`src/rtl/gf_mul_pkg.sv`:
```
// Shared parameters, state encoding and sizing helpers for the GF(2^M) digit-serial multiplier.
package gf_mul_pkg;

  localparam int unsigned DEF_M   = 16;
  localparam int unsigned DEF_D   = 4;
  localparam int unsigned DEF_LAT = 2;

  function automatic int unsigned n_digits(input int unsigned m, input int unsigned d);
    return (m + d - 1) / d;
  endfunction

  // Never returns zero so a counter for a terminal count of 0 still has one bit.
  function automatic int unsigned clog2_min1(input int unsigned v);
    return ($clog2(v) < 1) ? 1 : int'($clog2(v));
  endfunction

  localparam int unsigned DEF_N = n_digits(DEF_M, DEF_D);

  // x^16 + x^5 + x^3 + x + 1
  localparam logic [16:0] POLY = 17'h1002B;

  localparam logic [1:0] ST_IDLE  = 2'd0;
  localparam logic [1:0] ST_FEED  = 2'd1;
  localparam logic [1:0] ST_DRAIN = 2'd2;
  localparam logic [1:0] ST_HOLD  = 2'd3;

  typedef enum logic [1:0] {
    StIdle  = ST_IDLE,
    StFeed  = ST_FEED,
    StDrain = ST_DRAIN,
    StHold  = ST_HOLD
  } state_e;

endpackage

```
`src/rtl/gf_dsmul_ctrl_if.sv`:
```
// Operand and result valid/ready bus of the multiplier sequencer.
interface gf_dsmul_ctrl_if #(
    parameter int unsigned M = 16
);
    logic         in_valid;
    logic         in_ready;
    logic [M-1:0] in_a;
    logic [M-1:0] in_b;
    logic         out_valid;
    logic         out_ready;
    logic [M-1:0] out_c;

    modport master (
        output in_valid, in_a, in_b, out_ready,
        input  in_ready, out_valid, out_c
    );

    modport slave (
        input  in_valid, in_a, in_b, out_ready,
        output in_ready, out_valid, out_c
    );
endinterface

```
`src/rtl/gf_digit_sreg.sv`:
```
// Parallel-load shifter presenting its top D bits as the current digit, shifting left by D.
module gf_digit_sreg #(
    parameter int unsigned W = 16,
    parameter int unsigned D = 4
) (
    input  logic         clk,
    input  logic         rst,
    input  logic         load,
    input  logic         shift,
    input  logic [W-1:0] din,
    output logic [D-1:0] dout_digit
);
    logic [W-1:0] sreg_q;

    always_ff @(posedge clk) begin
        if (rst) begin
            sreg_q <= '0;
        end else if (load) begin
            sreg_q <= din;
        end else if (shift) begin
            sreg_q <= sreg_q << D;
        end
    end

    assign dout_digit = sreg_q[W-1 -: D];
endmodule

```
`src/rtl/gf_dsmul_ctrl.sv`:
```
// Sequencer for a digit-serial GF(2^M) systolic multiplier: feeds B MSB digit first,
// waits out the array latency, then holds the captured product on a valid/ready port.
module gf_dsmul_ctrl
    import gf_mul_pkg::*;
#(
    parameter int unsigned M   = DEF_M,
    parameter int unsigned D   = DEF_D,
    parameter int unsigned LAT = DEF_LAT
) (
    input  logic                 clk,
    input  logic                 rst,
    gf_dsmul_ctrl_if.slave       bus,
    output logic                 arr_clr,
    output logic                 arr_en,
    output logic                 arr_dvalid,
    output logic [M-1:0]         arr_a,
    output logic [D-1:0]         arr_digit,
    input  logic [M-1:0]         arr_c
);
    localparam int unsigned N  = n_digits(M, D);
    localparam int unsigned W  = N * D;
    localparam int unsigned NW = clog2_min1(N + 1);
    localparam int unsigned LW = clog2_min1(LAT + 1);

    state_e        state_q, state_d;
    logic [NW-1:0] dig_q, dig_d;
    logic [LW-1:0] drn_q, drn_d;
    logic [M-1:0]  arr_a_q;
    logic [M-1:0]  out_c_q;
    logic [D-1:0]  sreg_digit;
    logic          in_ready;
    logic          accept;
    logic          capture;
    logic          shift;

    // Ready may look at out_ready so a result and new operands can swap in the same cycle.
    assign in_ready = (state_q == StIdle) | ((state_q == StHold) & bus.out_ready);
    assign accept   = bus.in_valid & in_ready & ~rst;

    always_comb begin
        state_d = state_q;
        dig_d   = dig_q;
        drn_d   = drn_q;
        capture = 1'b0;
        shift   = 1'b0;
        unique case (state_q)
            StIdle: begin
                if (accept) begin
                    state_d = StFeed;
                    dig_d   = '0;
                end
            end
            StFeed: begin
                shift = 1'b1;
                if (dig_q == NW'(N - 1)) begin
                    dig_d = '0;
                    if (LAT == 0) begin
                        capture = 1'b1;
                        state_d = StHold;
                    end else begin
                        drn_d   = '0;
                        state_d = StDrain;
                    end
                end else begin
                    dig_d = dig_q + NW'(1);
                end
            end
            StDrain: begin
                if ((LW + 1)'(drn_q) + (LW + 1)'(1) == (LW + 1)'(LAT)) begin
                    capture = 1'b1;
                    drn_d   = '0;
                    state_d = StHold;
                end else begin
                    drn_d = drn_q + LW'(1);
                end
            end
            StHold: begin
                if (bus.out_ready) begin
                    state_d = accept ? StFeed : StIdle;
                    dig_d   = '0;
                end
            end
        endcase
    end

    always_ff @(posedge clk) begin
        if (rst) begin
            state_q <= StIdle;
            dig_q   <= '0;
            drn_q   <= '0;
            arr_a_q <= '0;
            out_c_q <= '0;
        end else begin
            state_q <= state_d;
            dig_q   <= dig_d;
            drn_q   <= drn_d;
            if (accept) begin
                arr_a_q <= bus.in_a;
            end
            if (capture) begin
                out_c_q <= arr_c;
            end
        end
    end

    gf_digit_sreg #(
        .W (W),
        .D (D)
    ) u_sreg (
        .clk        (clk),
        .rst        (rst),
        .load       (accept),
        .shift      (shift),
        .din        (W'(bus.in_b)),
        .dout_digit (sreg_digit)
    );

    assign bus.in_ready  = in_ready;
    assign bus.out_valid = (state_q == StHold);
    assign bus.out_c     = out_c_q;

    assign arr_clr    = accept;
    assign arr_en     = (state_q == StFeed) | (state_q == StDrain);
    assign arr_dvalid = (state_q == StFeed);
    assign arr_digit  = (state_q == StFeed) ? sreg_digit : '0;
    assign arr_a      = arr_a_q;
endmodule
```
`src/flat_wrapper.sv`:
```
// flat-port wrapper written by rule: the top's interface ports become plain ports
module gf_dsmul_ctrl_flat import gf_mul_pkg::*;
#(
    parameter int unsigned M   = DEF_M,
    parameter int unsigned D   = DEF_D,
    parameter int unsigned LAT = DEF_LAT
)
  (clk, rst, arr_clr, arr_en, arr_dvalid, arr_a, arr_digit, arr_c, bus_in_valid, bus_in_a, bus_in_b, bus_out_ready, bus_in_ready, bus_out_valid, bus_out_c);
  gf_dsmul_ctrl_if #(.M(M)) bus_i ();
  input  logic clk;
  input  logic rst;
  output logic arr_clr;
  output logic arr_en;
  output logic arr_dvalid;
  output logic [M-1:0] arr_a;
  output logic [D-1:0] arr_digit;
  input  logic [M-1:0] arr_c;
  input wire logic [$bits(bus_i.in_valid)-1:0] bus_in_valid;
  input wire logic [$bits(bus_i.in_a)-1:0] bus_in_a;
  input wire logic [$bits(bus_i.in_b)-1:0] bus_in_b;
  input wire logic [$bits(bus_i.out_ready)-1:0] bus_out_ready;
  output wire logic [$bits(bus_i.in_ready)-1:0] bus_in_ready;
  output wire logic [$bits(bus_i.out_valid)-1:0] bus_out_valid;
  output wire logic [$bits(bus_i.out_c)-1:0] bus_out_c;
  assign bus_i.in_valid = bus_in_valid;
  assign bus_i.in_a = bus_in_a;
  assign bus_i.in_b = bus_in_b;
  assign bus_i.out_ready = bus_out_ready;
  assign bus_in_ready = bus_i.in_ready;
  assign bus_out_valid = bus_i.out_valid;
  assign bus_out_c = bus_i.out_c;
  gf_dsmul_ctrl #(.M(M), .D(D), .LAT(LAT)) u_core (.clk(clk), .rst(rst), .bus(bus_i), .arr_clr(arr_clr), .arr_en(arr_en), .arr_dvalid(arr_dvalid), .arr_a(arr_a), .arr_digit(arr_digit), .arr_c(arr_c));
endmodule
```
`config.mk`:
```
export PLATFORM = sky130hd
export DESIGN_NAME = gf_dsmul_ctrl_flat
export DESIGN_NICKNAME = d
export VERILOG_FILES = /design/src/rtl/gf_mul_pkg.sv /design/src/rtl/gf_dsmul_ctrl_if.sv /design/src/rtl/gf_digit_sreg.sv /design/src/rtl/gf_dsmul_ctrl.sv /design/src/flat_wrapper.sv
export SDC_FILE = /design/constraint.sdc
export NUM_CORES = 1
export LEC_CHECK = 0
export ABC_AREA = 0
export CORE_UTILIZATION = 40
export CTS_CLUSTER_SIZE = 12
export DETAILED_ROUTE_END_ITERATION = 8
export PLACE_DENSITY = 0.74
export SYNTH_ARGS = -nofsm -noshare
export SYNTH_HDL_FRONTEND = slang
export SYNTH_SLANG_ARGS = --single-unit
```
`constraint.sdc`:
```
create_clock -name clk -period 2.2 [get_ports clk]
set_input_delay 0.44 -clock clk [delete_from_list [all_inputs] [get_ports clk]]
set_output_delay 0.44 -clock clk [all_outputs]
set_load 0.05 [all_outputs]
```
**Word-level counts from Yosys, hierarchy flattened**

Index checks and enable logic that the tools add are counted.

- Bits in registers: 55
- Input port bits: 52
- Output and inout bits: 41
- Logic and storage cells: 50

- Add/sub/neg operators: 3
- Equal/unequal tests: 9
- Mux-type cells: 19
- Bitwise gates (word level): 6
- Reductions and logical operators: 7

Operators by type and width:

| kind | count |
|---|---|
| 16-bit two-way mux | 2 |
| 2-bit two-way mux | 6 |
| 3-bit two-way mux | 3 |
| 3-bit one-hot mux with 3 select lines | 1 |
| 2-bit one-hot mux with 4 select lines | 1 |
| 3-bit by 2-bit == test with 1-bit output (second input constant) | 2 |
| 2-bit by 1-bit != test with 1-bit output (second input constant) | 3 |
| 2-bit == test (second input constant) | 2 |
| 1-bit two-way mux | 4 |
| 4-bit two-way mux | 1 |
| 2-bit one-hot mux with 2 select lines | 1 |
| 4-bit AND reduction | 1 |
| 2-bit nonzero test | 2 |
| 2-bit by 1-bit adder with 3-bit output (second input constant) | 1 |
| 3-bit by 1-bit adder with 3-bit output (second input constant) | 1 |
| 1-bit bitwise AND | 3 |
| 3-bit AND reduction | 1 |
| 3-bit nonzero test | 1 |
| 2-bit by 1-bit adder with 2-bit output (second input constant) | 1 |
| 2-bit by 1-bit == test with 1-bit output (second input constant) | 1 |
| 2-bit logical NOT | 1 |
| 2-bit != test (second input constant) | 1 |
| 1-bit bitwise OR | 2 |
| 2-bit AND reduction | 1 |
| 1-bit NOT | 1 |

**Logic depth before layout (Yosys ltp)**

- Word-level depth: 8
- Mapped depth: 9
- Depth with buffers taken out: 7

**Modules after synthesis**

A second synthesis with hierarchy kept.

- Cells, all modules: 273
- Area, all modules: 2397.3 µm²

Modules (own cells, without submodules):

| module | times used | cells each | area each (µm²) | sequential area each (µm²) |
|---|---|---|---|---|
| gf_dsmul_ctrl | 1 | 197 | 1592.8 | 780.7 |
| gf_digit_sreg | 1 | 76 | 804.5 | 320.3 |

**Least setup slack after synthesis**

No wires, ideal clock.

- Path kind: reg2out
- From: register u_core.state_q[1]
- To: output port arr_digit[0]
- Data arrival time: 1.927 ns
- Data required time: 1.760 ns
- Path slack: -0.167 ns
- Stages on the path, launching flop included: 6
- Buffers on the path: 2
- Cell sequence: dfxtp_1 -> inv_1 -> ha_1 -> buf_2 -> buf_2 -> and2_1

- Cells in the longest elaborated chain, start to end: 2

Ends and longest elaborated chain:

| what | RTL line | RTL |
|---|---|---|
| start: declaration | gf_dsmul_ctrl.sv:25 | `state_e state_q, state_d;` |
| start signal: assignment | gf_dsmul_ctrl.sv:88 | `state_q <= StIdle;` |
| start signal: assignment | gf_dsmul_ctrl.sv:94 | `state_q <= state_d;` |
| 2-bit by 1-bit == test with 1-bit output | -- |  |
| named net arr_dvalid | flat_wrapper.sv:14 | `output logic arr_dvalid;` |
| 4-bit two-way mux | gf_dsmul_ctrl.sv:125 | `assign arr_digit = (state_q == StFeed) ? sreg_digit : '0;` |
| end: declaration | flat_wrapper.sv:16 | `output logic [D-1:0] arr_digit;` |

The timed path passes the listed nets, and every way through them passes these cells.

**Final worst setup path**

- From: input port bus_out_ready
- To: output port arr_clr

- Cells in the longest elaborated chain, start to end: 4

Ends and longest elaborated chain:

| what | RTL line | RTL |
|---|---|---|
| start: declaration | flat_wrapper.sv:21 | `input wire logic [$bits(bus_i.out_ready)-1:0] bus_out_ready;` |
| 1-bit bitwise AND | gf_dsmul_ctrl.sv:37 | `assign in_ready = (state_q == StIdle) \| ((state_q == StHold) & bus.out_ready);` |
| 1-bit bitwise OR | gf_dsmul_ctrl.sv:37 |  |
| 1-bit bitwise AND (2 in a row) | gf_dsmul_ctrl.sv:38 | `assign accept = bus.in_valid & in_ready & ~rst;` |
| end: declaration | flat_wrapper.sv:12 | `output logic arr_clr;` |

Every way passes these cells.

==> run_results.csv <==
group,metric,value,unit
job,max_cap_viol_count,0,
global_routing,grt_pass1_wl,8840,um
power,p_leak,1.33,nW
synth,synth_nets,327,
floorplan,ioPinCount,93,
timing,final.setup.tns,0,ps
power,ir_drop,0.522,mV
timing,timing.fmax,476,MHz
global_routing,antenna_found_initial,0,
global_routing,grt_use_total,17.8,%
run_status,outcome,"completed",
cells_and_area,n_fill_cell,509,
floorplan,dieHeight,79.2,um
clocking,numCtsBuffers,5,
floorplan,start_util,42.3,%
setup_path,path_cells,"clkdlybuf4s50_1 > a21oi_1 > or2_2 > inv_2 > buf_4",
cells_and_area,postLayoutCellArea,3510,um2
synth,ys.flop_type,"dfxtp_1",
clocking,postCtsSetupRepairBufs,0,
timing,tightest_slew,596,ps
floorplan,core-area,5640,um2
timing,fin_crit,2100,ps
synth,synth-seq-cells,55,
cells_and_area,fin_util,62.2,%
place,place.gp.congestion,0.775,
cells_and_area,finalNetCount,414,
place,place_area,3400,um2
synth,synth-async-reset-ratio,0,%
clocking,cts_hold_buf,0,
setup_path,end_kind,"output pin",
synth,synth_top_area_cell,"dfxtp_1",
setup_path,start_kind,"primary input",
detailed_routing,drt_wl_total,5320,um
setup_path,worst-path-max-fanout,3,
place,dp_hpwl,3580,um
clocking,clock_path_buffers,2,
synth,yosysUniqueCellTypes,32,
setup_path,crit_slowest_cell,"clkdlybuf4s50_1",
setup_path,worstPathRequired,1760,ps
synth,synth_area_per_cell,8.90,um2
hold_path,hp-class,"flop to flop",
global_routing,grt_pass1_vias,2049,
cells_and_area,ff_latch_area,1100,um2
setup_path,cp.arrival,1660,ps
detailed_routing,via_per_inst,4.89,
synth,synthTopCellsByArea,"dfxtp_1 46%, nand2_1 11%, a211oi_2 6.3%",
clocking,cts-root-buf,"clkbuf_8",
synth,netlist.area_leader.share,46.1,%
clocking,clk_latency,310,ps
clocking,clock-sinks,55,
synth,yosysSeqAreaShare,46.1,%
timing,setup_viol,0,
detailed_routing,dr.pass1.iters,4,
detailed_routing,drtAntennaViolNets,0,
timing,fin_crit_sh,95.5,%
cells_and_area,antenna_cells,0,
synth,yosysWarnings,0,
clocking,cts_tree,"built",
cells_and_area,syn_to_final_growth,47.1,%
synth,synthCells,268,
synth,synthesis.area,2390,um2
global_routing,grt_overflow_total,0,
timing,finClkSkew,6.29,ps
timing,timing.slew.headroom,60.3,%
setup_path,critPathMaxStageDelay,500,ps
cells_and_area,multi_input_area,1180,um2
clocking,h-tree-depth,2,
place,placedCellCount,420,
cells_and_area,final_common_cell,"clkdlybuf4s50_1",
place,port_buffers,92,
cells_and_area,final_cell_mix,"82 x clkdlybuf4s50_1, 69 x nand2_1, 54 x dfxtp_1, 27 x a21oi_1, 16 x nand3b_1",
floorplan,placementRows,27,
detailed_routing,wl_per_cell,12.4,um
setup_path,critPathKind,"primary input to output pin",
cells_and_area,drive_above_1_share,13.5,%
cells_and_area,final_cells,428,
detailed_routing,vias,2092,
power,p_per_area,940,nW/um2
floorplan,chipWidth,79.2,um
synth,synth_enable_flop_cells,0,
detailed_routing,drtIter0Drc,87,
clocking,path_clk_slew,90,ps
timing,rsz0062_at_grt,"false",
timing,final_max_slew_viol_count,0,
floorplan,die_area,6280,um2
timing,hold_violations,0,
global_routing,grt_max_degree,57,
detailed_routing,drcViolationCount,0,
==> through the flow <==
stage	setup WS [ps]	total power, W	hold slack (ps)
floorplan	55.6	0.00221	409
global route	15.8	0.00348	469
CTS	3.66	0.00331	441
finish	99.7	0.00330	439
detailed placement	113	0.00269	427
global placement	131	0.00268	417
==> Yosys cell counts (2+ instances only) <==
cell type and n:
ha_1 7, nor2_1 12, mux2i_1 12, buf_6 2, nor2b_1 2, o21ai_1 2
a211oi_2 12, buf_4 3, nand3_1 6, nand2_1 69, buf_2 6, a21oi_1 27
nand3b_1 16, and2_1 5, clkbuf_1 7, nand2b_1 5, dfxtp_1 55, inv_1 6
==> power by group <==
part           internal, W  leakage, nW  switching, W
clock network     0.000288       0.0515      0.000306
logic             0.000641        0.825      0.000862
registers          0.00113        0.449     0.0000760
==> worst max-delay path: cells and delay by family <==
family	cells	cell delay [ps]
compound gates	1	90
buf+inv	3	790
simple gates	1	340
==> what timing repair did <==
item                       CTS  global route
setup endpoints to repair    1             1
gates cloned                 0             0
resized for setup            2             3
==> state kept, by name, indices dropped and copies added, names as in the netlist <==
signal,flops
u_core.u_sreg.sreg_q,16
u_core.bus.out_c,16
u_core.dig_q,3
u_core.state_q,2
u_core.drn_q,2
u_core.arr_a,16
==> cell families (layout without fill, tap and decap cells) <==
logic type,count (synthesis),in the layout,synth area share [%]
AOI/OAI and AO/OA,48,48,15.4
muxes,12,12,5.03
buffers and inverters,25,113,5.35
DFF,55,55,46.1
and+or+nand+nor,121,121,24.4
adders and majority gates,7,7,3.67
==> worst paths after layout <==
path | from | cells past startpoint | slack, ps | end
setup / recovery | bus_out_ready | 5 | 100 | arr_clr
hold reg to reg | u_core.drn_q[1] | 2 | 440 | u_core.drn_q[1]
hold / removal | u_core.drn_q[1] | 2 | 440 | u_core.drn_q[1]
setup reg to reg | u_core.state_q[0] | 7 | 360 | u_core.u_sreg.sreg_q[4]
==> area by class of cell <==
cell class | count | area share, %
multi-input combinational | 188 | 33.5
sequential | 55 | 31.4
timing repair buffer | 98 | 28.9
tap | 72 | 2.57
clock buffer | 8 | 2.85
inverter | 7 | 0.749
==> layer usage <==
metal / track usage [%] / share of wire, % / wire length [um]
met1: 19.7 / 45 / 2400
met2: 31.2 / 45 / 2380
met3: 5.98 / 9.0 / 479
met5: 0 / 0 / 0
met4: 6.55 / 1.2 / 66
(Power assumes the default switching activity.)
